$ cat config.mk
export PLATFORM = sky130hd
export DESIGN_NAME = exe_r_type_md
export DESIGN_NICKNAME = d
export VERILOG_FILES = /design/src/rtl/exe_r_type_md_pkg.sv /design/src/rtl/exe_div_iter.sv /design/src/rtl/exe_r_type_md.sv
export SDC_FILE = /design/constraint.sdc
export NUM_CORES = 2
export LEC_CHECK = 0
export BUFFER_PORTS_ARGS = -buffer_cell sky130_fd_sc_hd__buf_2
export CAP_MARGIN = 0
export CORE_MARGIN = 2
export CORE_UTILIZATION = 67
export CTS_CLUSTER_SIZE = 30
export DETAILED_ROUTE_END_ITERATION = 12
export PLACE_DENSITY_LB_ADDON = 0.12
export SLEW_MARGIN = 20
export SYNTH_ARGS = -nofsm -noshare
export SYNTH_HDL_FRONTEND = slang
export SYNTH_HIERARCHICAL = 1
export SYNTH_SLANG_ARGS = --single-unit
$ cat constraint.sdc
create_clock -name clk_in -period 13.2 [get_ports clk_in]
set_input_delay 1.32 -clock clk_in [delete_from_list [all_inputs] [get_ports clk_in]]
set_output_delay 1.32 -clock clk_in [all_outputs]
set_load 0.02 [all_outputs]
$ cat src/rtl/exe_r_type_md_pkg.sv
// ----------------------------------------------------------------------------
// exe_r_type_md_pkg : shared decode codes and state encoding for exe_r_type_md
// Rev 1.0
// ----------------------------------------------------------------------------
`default_nettype none

package exe_r_type_md_pkg;

  localparam logic [2:0] F3_ADD_SUB = 3'b000;
  localparam logic [2:0] F3_SLL     = 3'b001;
  localparam logic [2:0] F3_SLT     = 3'b010;
  localparam logic [2:0] F3_SLTU    = 3'b011;
  localparam logic [2:0] F3_XOR     = 3'b100;
  localparam logic [2:0] F3_SRL_SRA = 3'b101;
  localparam logic [2:0] F3_OR      = 3'b110;
  localparam logic [2:0] F3_AND     = 3'b111;

  localparam logic [2:0] F3_MUL     = 3'b000;
  localparam logic [2:0] F3_MULH    = 3'b001;
  localparam logic [2:0] F3_MULHSU  = 3'b010;
  localparam logic [2:0] F3_MULHU   = 3'b011;
  localparam logic [2:0] F3_DIV     = 3'b100;
  localparam logic [2:0] F3_DIVU    = 3'b101;
  localparam logic [2:0] F3_REM     = 3'b110;
  localparam logic [2:0] F3_REMU    = 3'b111;

  localparam logic [6:0] F7_BASE    = 7'b0000000;
  localparam logic [6:0] F7_ALT     = 7'b0100000;
  localparam logic [6:0] F7_MULDIV  = 7'b0000001;

  localparam logic WRITE_ENABLE  = 1'b1;
  localparam logic WRITE_DISABLE = 1'b0;
  localparam logic ZERO          = 1'b0;

  typedef enum logic [1:0] {
    IDLE = 2'd0,
    MUL  = 2'd1,
    DIV  = 2'd2,
    DONE = 2'd3
  } state_t;

endpackage

`default_nettype wire

$ cat src/rtl/exe_div_iter.sv
// ----------------------------------------------------------------------------
// exe_div_iter : restoring unsigned divider, one quotient bit per cycle
// Rev 1.0
// ----------------------------------------------------------------------------
`default_nettype none

module exe_div_iter #(
  parameter int XLEN = 32
) (
  input  logic            clk,
  input  logic            rst,
  input  logic            abort,
  input  logic            start,
  input  logic [XLEN-1:0] dividend,
  input  logic [XLEN-1:0] divisor,
  output logic            busy,
  output logic            done,
  output logic [XLEN-1:0] quotient,
  output logic [XLEN-1:0] remainder
);

  localparam int CW = $clog2(XLEN) + 1;

  logic [CW-1:0]   cnt;
  logic [XLEN-1:0] quot;
  logic [XLEN-1:0] rem;
  logic [XLEN-1:0] dvs;
  logic [XLEN:0]   trial;
  logic [XLEN-1:0] diff;
  logic            ge;

  // The dividend shifts out of quot as quotient bits shift in.
  assign trial = {rem, quot[XLEN-1]};
  assign ge    = trial >= {1'b0, dvs};
  assign diff  = trial[XLEN-1:0] - dvs;

  always_ff @(posedge clk) begin
    if (rst || abort) begin
      cnt  <= '0;
      quot <= '0;
      rem  <= '0;
      dvs  <= '0;
      busy <= 1'b0;
    end else if (start) begin
      cnt  <= CW'(XLEN);
      quot <= dividend;
      rem  <= '0;
      dvs  <= divisor;
      busy <= 1'b1;
    end else if (busy) begin
      quot <= {quot[XLEN-2:0], ge};
      rem  <= ge ? diff : trial[XLEN-1:0];
      cnt  <= cnt - CW'(1);
      if (cnt == CW'(1)) busy <= 1'b0;
    end
  end

  assign done      = busy && (cnt == CW'(1));
  assign quotient  = quot;
  assign remainder = rem;

endmodule

`default_nettype wire

$ cat src/rtl/exe_r_type_md.sv
// ----------------------------------------------------------------------------
// exe_r_type_md : RV32I R-type + M-extension execute unit with valid/ready
// Rev 1.0
// ----------------------------------------------------------------------------
`default_nettype none

module exe_r_type_md
  import exe_r_type_md_pkg::*;
#(
  parameter int XLEN             = 32,
  parameter bit DIV_FAST_SPECIAL = 1'b1
) (
  input  logic            clk_in,
  input  logic            reset_in,
  input  logic            flush_in,
  input  logic            valid_in,
  output logic            ready_out,
  input  logic [31:0]     inst_in,
  input  logic [XLEN-1:0] op1_in,
  input  logic [XLEN-1:0] op2_in,
  output logic            valid_out,
  output logic [XLEN-1:0] reg_wdata_out,
  output logic            reg_we_out
);

  localparam int SHW = $clog2(XLEN);
  localparam logic [XLEN-1:0] MOST_NEG = {1'b1, {(XLEN-1){1'b0}}};

  state_t state, next;

  logic [2:0]        f3;
  logic [6:0]        f7;
  logic              accept, is_base, is_alt, is_md, is_mul, is_div, alu_legal;
  logic              s1, s2, div_signed, want_rem;
  logic [SHW-1:0]    shamt;
  logic [XLEN-1:0]   alu_res;
  logic [2*XLEN-1:0] ax, bx, prod;
  logic              neg1, neg2, by_zero, ovf, div_fast;
  logic [XLEN-1:0]   mag1, mag2, div_q, div_r, q_fix, r_fix, div_res;
  logic              div_busy, div_done, unused_bits;

  logic [2*XLEN-1:0] mul_prod;
  logic              mul_hi;
  logic              d_rem, d_negq, d_negr, d_zero, d_ovf;
  logic [XLEN-1:0]   d_op1;

  assign f3        = inst_in[14:12];
  assign f7        = inst_in[31:25];
  assign ready_out = (state == IDLE);
  assign accept    = valid_in && ready_out && !flush_in;
  assign shamt     = op2_in[SHW-1:0];

  assign is_base   = (f7 == F7_BASE);
  assign is_alt    = (f7 == F7_ALT) && ((f3 == F3_ADD_SUB) || (f3 == F3_SRL_SRA));
  assign is_md     = (f7 == F7_MULDIV);
  assign alu_legal = is_base || is_alt;

  always_comb begin
    alu_res = {XLEN{ZERO}};
    case (f3)
      F3_ADD_SUB: alu_res = is_alt ? (op1_in - op2_in) : (op1_in + op2_in);
      F3_SLL:     alu_res = op1_in << shamt;
      F3_SLT:     alu_res = {{(XLEN-1){1'b0}}, ($signed(op1_in) < $signed(op2_in))};
      F3_SLTU:    alu_res = {{(XLEN-1){1'b0}}, (op1_in < op2_in)};
      F3_XOR:     alu_res = op1_in ^ op2_in;
      F3_SRL_SRA: alu_res = is_alt ? XLEN'($signed(op1_in) >>> shamt) : (op1_in >> shamt);
      F3_OR:      alu_res = op1_in | op2_in;
      F3_AND:     alu_res = op1_in & op2_in;
      default:    alu_res = {XLEN{ZERO}};
    endcase
  end

  always_comb begin
    s1 = 1'b0; s2 = 1'b0; is_div = 1'b0; div_signed = 1'b0; want_rem = 1'b0;
    case (f3)
      F3_MUL:    begin s1 = 1'b1; s2 = 1'b1; end
      F3_MULH:   begin s1 = 1'b1; s2 = 1'b1; end
      F3_MULHSU: s1 = 1'b1;
      F3_MULHU:  s1 = 1'b0;
      F3_DIV:    begin is_div = 1'b1; div_signed = 1'b1; end
      F3_DIVU:   is_div = 1'b1;
      F3_REM:    begin is_div = 1'b1; div_signed = 1'b1; want_rem = 1'b1; end
      F3_REMU:   begin is_div = 1'b1; want_rem = 1'b1; end
      default:   is_div = 1'b0;
    endcase
    is_div = is_div && is_md;
    is_mul = is_md && !is_div;
  end

  // Sign-extend to 2*XLEN so a single unsigned multiply covers ss/su/uu.
  assign ax   = {{XLEN{s1 & op1_in[XLEN-1]}}, op1_in};
  assign bx   = {{XLEN{s2 & op2_in[XLEN-1]}}, op2_in};
  assign prod = ax * bx;

  assign neg1     = div_signed && op1_in[XLEN-1];
  assign neg2     = div_signed && op2_in[XLEN-1];
  assign mag1     = neg1 ? -op1_in : op1_in;
  assign mag2     = neg2 ? -op2_in : op2_in;
  assign by_zero  = (op2_in == {XLEN{ZERO}});
  assign ovf      = div_signed && (op1_in == MOST_NEG) && (op2_in == {XLEN{1'b1}});
  assign div_fast = DIV_FAST_SPECIAL && (by_zero || ovf);

  exe_div_iter #(.XLEN(XLEN)) u_div (
    .clk       (clk_in),
    .rst       (reset_in),
    .abort     (flush_in),
    .start     (accept && is_div && !div_fast),
    .dividend  (mag1),
    .divisor   (mag2),
    .busy      (div_busy),
    .done      (div_done),
    .quotient  (div_q),
    .remainder (div_r)
  );

  assign q_fix   = d_zero ? {XLEN{1'b1}} : d_ovf ? d_op1 : (d_negq ? -div_q : div_q);
  assign r_fix   = d_zero ? d_op1 : d_ovf ? {XLEN{ZERO}} : (d_negr ? -div_r : div_r);
  assign div_res = d_rem ? r_fix : q_fix;

  always_ff @(posedge clk_in) begin
    if (reset_in) state <= IDLE;
    else          state <= next;
  end

  always_comb begin
    next = state;
    case (state)
      IDLE: if (accept) begin
              if (is_mul)      next = MUL;
              else if (is_div) next = div_fast ? DONE : DIV;
            end
      MUL:  next = IDLE;
      DIV:  if (div_done) next = DONE;
      DONE: next = IDLE;
      default: next = IDLE;
    endcase
    if (flush_in) next = IDLE;
  end

  always_ff @(posedge clk_in) begin
    if (reset_in) begin
      valid_out     <= 1'b0;
      reg_we_out    <= WRITE_DISABLE;
      reg_wdata_out <= {XLEN{ZERO}};
      mul_prod      <= '0;
      mul_hi        <= 1'b0;
      d_rem         <= 1'b0;
      d_negq        <= 1'b0;
      d_negr        <= 1'b0;
      d_zero        <= 1'b0;
      d_ovf         <= 1'b0;
      d_op1         <= {XLEN{ZERO}};
    end else begin
      valid_out  <= 1'b0;
      reg_we_out <= WRITE_DISABLE;
      if (accept && !is_md) begin
        valid_out     <= 1'b1;
        reg_we_out    <= alu_legal ? WRITE_ENABLE : WRITE_DISABLE;
        reg_wdata_out <= alu_legal ? alu_res : {XLEN{ZERO}};
      end else if (!flush_in && state == MUL) begin
        valid_out     <= 1'b1;
        reg_we_out    <= WRITE_ENABLE;
        reg_wdata_out <= mul_hi ? mul_prod[2*XLEN-1:XLEN] : mul_prod[XLEN-1:0];
      end else if (!flush_in && state == DONE) begin
        valid_out     <= 1'b1;
        reg_we_out    <= WRITE_ENABLE;
        reg_wdata_out <= div_res;
      end
      if (accept && is_mul) begin
        mul_prod <= prod;
        mul_hi   <= (f3 != F3_MUL);
      end
      if (accept && is_div) begin
        d_rem  <= want_rem;
        d_negq <= neg1 ^ neg2;
        d_negr <= neg1;
        d_zero <= by_zero;
        d_ovf  <= ovf;
        d_op1  <= op1_in;
      end
    end
  end

  assign unused_bits = &{1'b0, inst_in[24:15], inst_in[11:0], div_busy};

endmodule

`default_nettype wire

# --- After elaboration in Yosys (flattened, before gate mapping) ---
# Cells that the tools add are included.
# Widths: inputs -> output; s select.
word_totals:
  inputBits: 100
  regBits: 241
  wordCells: 138
classes:
  mux: 41
  eq_ne: 18
  shifts: 3
  reduce_logical: 40
  n_lt_le_gt_ge: 3
  n_addsub: 8
  bitwise: 6
  mul: 1
op_table:
  columns: ["cell", "n"]
  rows:
  - ["$mux 32", 19]
  - ["$pmux 32 s8", 1]
  - ["$neg 32->32", 4]
  - ["$eq 32x32->1 const B", 2]
  - ["$lt 32x32->1", 2]
  - ["$mul 33x33->64", 1]
  - ["$sub 32x32->32", 2]
  - ["$ge 33x32->1", 1]
  - ["$add 32x32->32", 1]
  - ["$and 32x32->32", 1]
  - ["$logic_not 32->1", 1]
  - ["$or 32x32->32", 1]
  - ["$shl 32x5->32", 1]
  - ["$shr 32x5->32", 1]
  - ["$sshr 32x5->32", 1]
  - ["$xor 32x32->32", 1]
  - ["$logic_and 1x1->1", 16]
  - ["$mux 1", 14]
  - ["$eq 3x3->1 const B", 4]
  - ["$mux 6", 2]
  - ["$reduce_or 2->1", 6]
  - ["$mux 2", 4]
  - ["$eq 7x1->1 const B", 1]
  - ["$eq 7x6->1 const B", 1]
  - ["other kinds (22)", 32]

# --- Depth between registers and ports, before layout ---
logic_depth:
  ltp_word: 11
  depth_mapped: 34

# --- Hierarchy ---
# The synthesis kept the hierarchy.
by_module_without_submodules:
  columns: ["module", "seq_area_each_um2", "cells_per_inst", "n_inst", "area_each_um2"]
  rows:
  - ["exe_r_type_md", 2762.6, 6689, 1, 53730.3]
  - ["exe_div_iter", 2062.0, 790, 1, 6269.8]

# --- Worst setup path before layout ---
# No wires, ideal clock.
synth_timing:
  path_kind: "input port to flip-flop"
  from: "input port op2_in[1]"
  to: "register mul_prod[63]"
  t_required_ns: 13.114
  stages: 33
  slack_ns: 3.502
  arrival_ns: 9.612
  setup_time_ns: 0.086
  path_cell_list: "clkbuf_1 > inv_1 > clkbuf_1 > buf_1 > clkbuf_1 > nor2_1 > fa_1 > inv_1 > fa_1 > inv_1 > fa_1 > fa_1 > inv_1 > fa_1 > inv_1 > fa_1 > inv_1 > fa_1 > inv_1 > fa_1 > ha_1 > a21oi_1 > a211oi_1 > o41ai_1 > o21ai_0 > o31ai_1 > a31oi_1 > o21a_1 > or3b_1 > a21o_1 > a21oi_1 > xnor2_1 > a211oi_1"
synth_via:
  elab_chain_len: 1
synth_rtl:
  columns: ["item", "line_no", "rtl"]
  rows:
  - ["from (decl)", "exe_r_type_md.sv:20", "input logic [XLEN-1:0] op2_in,"]
  - ["$mul 33x33->64", "exe_r_type_md.sv:93", "assign prod = ax * bx;"]
  - ["to (signal assigned)", "exe_r_type_md.sv:170", "mul_prod <= prod;"]
  - ["to (decl)", "exe_r_type_md.sv:42", "logic [2*XLEN-1:0] mul_prod;"]
# No other way between the ends.
# A chain may end at the register's enable or synchronous reset.

# --- Worst setup path after layout ---
layout_timing:
  from: "input port op1_in[9]"
  to: "register mul_prod[41]"
layout_via:
  elab_chain_len: 1
layout_rtl:
  columns: ["item", "line_no", "rtl"]
  rows:
  - ["from (decl)", "exe_r_type_md.sv:19", "input logic [XLEN-1:0] op1_in,"]
  - ["$mul 33x33->64", "exe_r_type_md.sv:93", null]
# No other way between the ends.

==> impl_metrics.yaml <==
clock_tree:
  clock_tree.buffer_depth: 3
  cts.hold.buffers_added: 0
  htreeDepth: 1
  cts_root_buffer: "clkbuf_16"
  cts.repair.resized: 0
  clk_latency_ps: 580
  cts_sinks: 241
  cts_tree: "done"
  path_clk_slew_ps: 70
  cts_buffers: 24
  cts_setup_buffers: 0
logic_synthesis:
  synth_top_family_by_area: "adder cells"
  async_flop_share_pct: 0
  synth-main-ff-cell: "dfxtp_1"
  synth-edff-count: 0
  ys_seq_area_share_pct: 8.04
  synthAdderAreaFrac_pct: 44.9
  synth.distinct_cells: 96
  yosysWarnings: 6
  synth_compound_area_share_pct: 13.1
  synth_mux_area_share_pct: 3.43
  syn_area_mm2: 0.0600
  synth_fp_nets: 9055
  yosys.area_share.xor_xnor_pct: 3.66
  synth_top_area_cell: "fa_1"
  yosysTopAreaCellShare_pct: 37.6
  ys_ff_latch: 241
  synthTopCellsByArea: "fa_1 (38%), inv_1 (8.1%), dfxtp_1 (8.0%), nand2_1 (7.3%), ha_1 (7.3%)"
  syn_inst: 7479
  synth-simple-area-share_pct: 15.4
  syn_avg_cell_area_um2: 8.02
setup_path:
  crit_path_max_incr_delay_ps: 1020
  rr_endpoint: "u_div/dvs[19]$_SDFFE_PP0P_"
  path_buf_inv: 6
  setup.worst_path.end: "mul_prod[41]$_SDFFE_PP0P_"
  r2r-start: "state[1]$_SDFFE_PP0P_"
  slowest_stage: "clkinv_1"
  crit_type: "in2reg"
  cp-start-kind: "primary input"
  cp.depth: 28
  path_max_fanout: 11
  cp_data_required_time_ps: 13690
  reg2reg_depth: 9
  worstPathArrival_ps: 11200
  cp_top_family: "adder cells"
  timing.critical_path.from: "op1_in[9]"
  worst-r2r-setup-slack_ps: 8950
  cp-end-kind: "flip-flop"
  path_common_cell: "fa_1"
floorplan:
  die_w_um: 303
  num_io_pins: 135
  die_area_mm2: 0.0920
  core_area_mm2: 0.0885
  start_util_pct: 67.8
  die_h_um: 303
  rows: 109
final_layout:
  area_growth_pct: 3.58
  drive_gt1_share_pct: 5.01
  nNetsFinal: 8837
placed_design:
  io_buffers: 112
  post-dp-hpwl_mm: 188
  place.gp.congestion: 1.10
routing:
  wl_mm: 247
  vias_per_cell: 6.72
  vias: 56800
  drc: 0
  wl_per_cell_um: 29.2
  dr.first_iter.drc_count: 8434
  ant_nets: 0
  detailedRoute.firstPassIterationCount: 10
sta:
  finalCritPeriodShare_pct: 81.2
  worstMarginPinSlew_ps: 1390
  maxSlewViolCount: 0
  fmax_ghz: 0.0933
  setup_tns_ps: 0
  fin_worst_skew_ps: 30.3
  setup-violations-final: 0
  slew_headroom_pct: 6.30
  rsz0062_at_grt: "no"
  finalHoldViolCount: 0
  period_minus_slack_ps: 10710
global_route:
  grt_pass1_wl_mm: 361
  grt_pass1_vias: 56300
  grt_overflow: 0
  grt_max_degree: 68
  grt_use_total_pct: 54.1
  antenna_found_initial: 23
outcome:
  run_status: "finished clean"
flow_run:
  cap_violations: 0
hold_path:
  worstHoldPathType: "reg2reg"
sequential cells by signal, indices dropped and copies added, names as in the netlist:
signal,cells
mul_prod,64
d_op1,32
reg_wdata_out,32
u_div/dvs,32
u_div/quotient,32
u_div/remainder,32
u_div/cnt,6
state,2
d_negq,1
d_negr,1
d_ovf,1
d_rem,1
d_zero,1
mul_hi,1
reg_we_out,1
u_div/busy,1
valid_out,1
final cells by class:
class	count	area, um^2
clock inverters	10	143
multi-input cells	5427	48400
repair buffers	254	1630
inverters	1313	4930
clock buffers	34	719
diodes	19	47.5
flip-flops and latches	241	4830
fillers	7020	26400
well taps	1165	1460
metal layers:
layer | track usage, % | routed length (um) | vias to the layer above | part of all wire (%)
met5 | 0.673 | 221 | - | 0.089
met4 | 41.7 | 25300 | 18 | 10
met3 | 23.2 | 40500 | 1406 | 16
met2 | 74.6 | 98200 | 4779 | 40
met1 | 66.7 | 83100 | 27500 | 34
li1 | - | - | 23100 | -
logic make-up after synthesis:
group | Yosys count
AO/OA/AOI/OAI | 1275
XOR/XNOR | 251
adder cells (fa/ha/maj) | 1476
buffers and inverters | 1811
flip-flops | 241
multiplexers | 188
AND/OR/NAND/NOR | 2237
per-stage QoR:
stage	hold slack (ps)	setup WS, ps	instance area (um^2)	cells	utilization (%)
after floorplan	426	3500	60000	7479	-
after global placement	435	2420	61200	8400	69.2
after detailed placement	443	2270	61200	8400	69.2
after CTS	453	2830	62100	8444	70.1
after global routing	468	2380	62100	8448	70.2
final	453	2490	62200	8463	70.2
cells in the final DEF, fill, tap and decap left out, types with 15 or more instances in the layout:
cell type  Yosys  layout
inv_1       1300    1296
nand2_1     1168    1167
fa_1        1128    1128
nor2_1       708     706
a21oi_1      401     401
ha_1         348     348
o21ai_0      332     332
dfxtp_1      241     239
xnor2_1      178     178
mux2i_1      166     166
buf_4          5     145
buf_2          8     109
xor2_1        73      73
nor3_1        74      68
a211oi_1      68      67
nand3_1       61      60
a31oi_1       59      58
a21o_1        53      53
o31ai_1       47      47
nand4_1       37      37
o211ai_1      35      35
a221oi_1      34      34
nor2b_1       33      33
o22ai_1       32      32
and2_1        27      27
clkbuf_16      0      25
nand2b_1      24      24
o21ai_1       22      22
nor4_1        20      20
diode_2        0      19
o21a_1        17      17
o221ai_1      17      17
o21bai_1      15      15
cell usage after synthesis, types with 27 or more instances:
| cell type | count |
|---|---|
| a21o_1 | 53 |
| a21oi_1 | 401 |
| nand4_1 | 37 |
| xor2_1 | 73 |
| a221oi_1 | 34 |
| o22ai_1 | 32 |
| xnor2_1 | 178 |
| and2_1 | 27 |
| fa_1 | 1128 |
| o21ai_0 | 332 |
| o31ai_1 | 47 |
| inv_1 | 1300 |
| nand2_1 | 1168 |
| a211oi_1 | 68 |
| ha_1 | 348 |
| nor2b_1 | 33 |
| clkbuf_1 | 366 |
| dfxtp_1 | 241 |
| o211ai_1 | 35 |
| mux2i_1 | 166 |
| nand3_1 | 61 |
| nor2_1 | 708 |
| nor3_1 | 74 |
| buf_1 | 116 |
| a31oi_1 | 59 |
worst reg2reg max path, cell delays in order, from the launching register on:
cell and delay [ps]:
dfxtp_1 300, buf_4 230, or4b_2 830, nor2_1 570, nand2_1 240, nor3_2 370, buf_4 450, buf_4 680
mux2i_1 360, nor2_1 60
worst min-delay path by stage:
| stage | startpoint | end | slack [ps] | cells after the start |
|---|---|---|---|---|
| after floorplan | mul_prod[32]$_SDFFE_PP0P_ | mul_prod[32]$_SDFFE_PP0P_ | 430 | 2 |
| after global placement | mul_prod[14]$_SDFFE_PP0P_ | mul_prod[14]$_SDFFE_PP0P_ | 440 | 2 |
| after detailed placement | mul_prod[13]$_SDFFE_PP0P_ | mul_prod[13]$_SDFFE_PP0P_ | 440 | 2 |
| after CTS | mul_prod[38]$_SDFFE_PP0P_ | mul_prod[38]$_SDFFE_PP0P_ | 450 | 2 |
| after global routing | mul_prod[22]$_SDFFE_PP0P_ | mul_prod[22]$_SDFFE_PP0P_ | 470 | 2 |
| final | mul_prod[40]$_SDFFE_PP0P_ | mul_prod[40]$_SDFFE_PP0P_ | 450 | 2 |
Power is left out: the tool's default activity adds up to more than one toggle a clock period on the data nets, which glitch-free logic cannot reach.
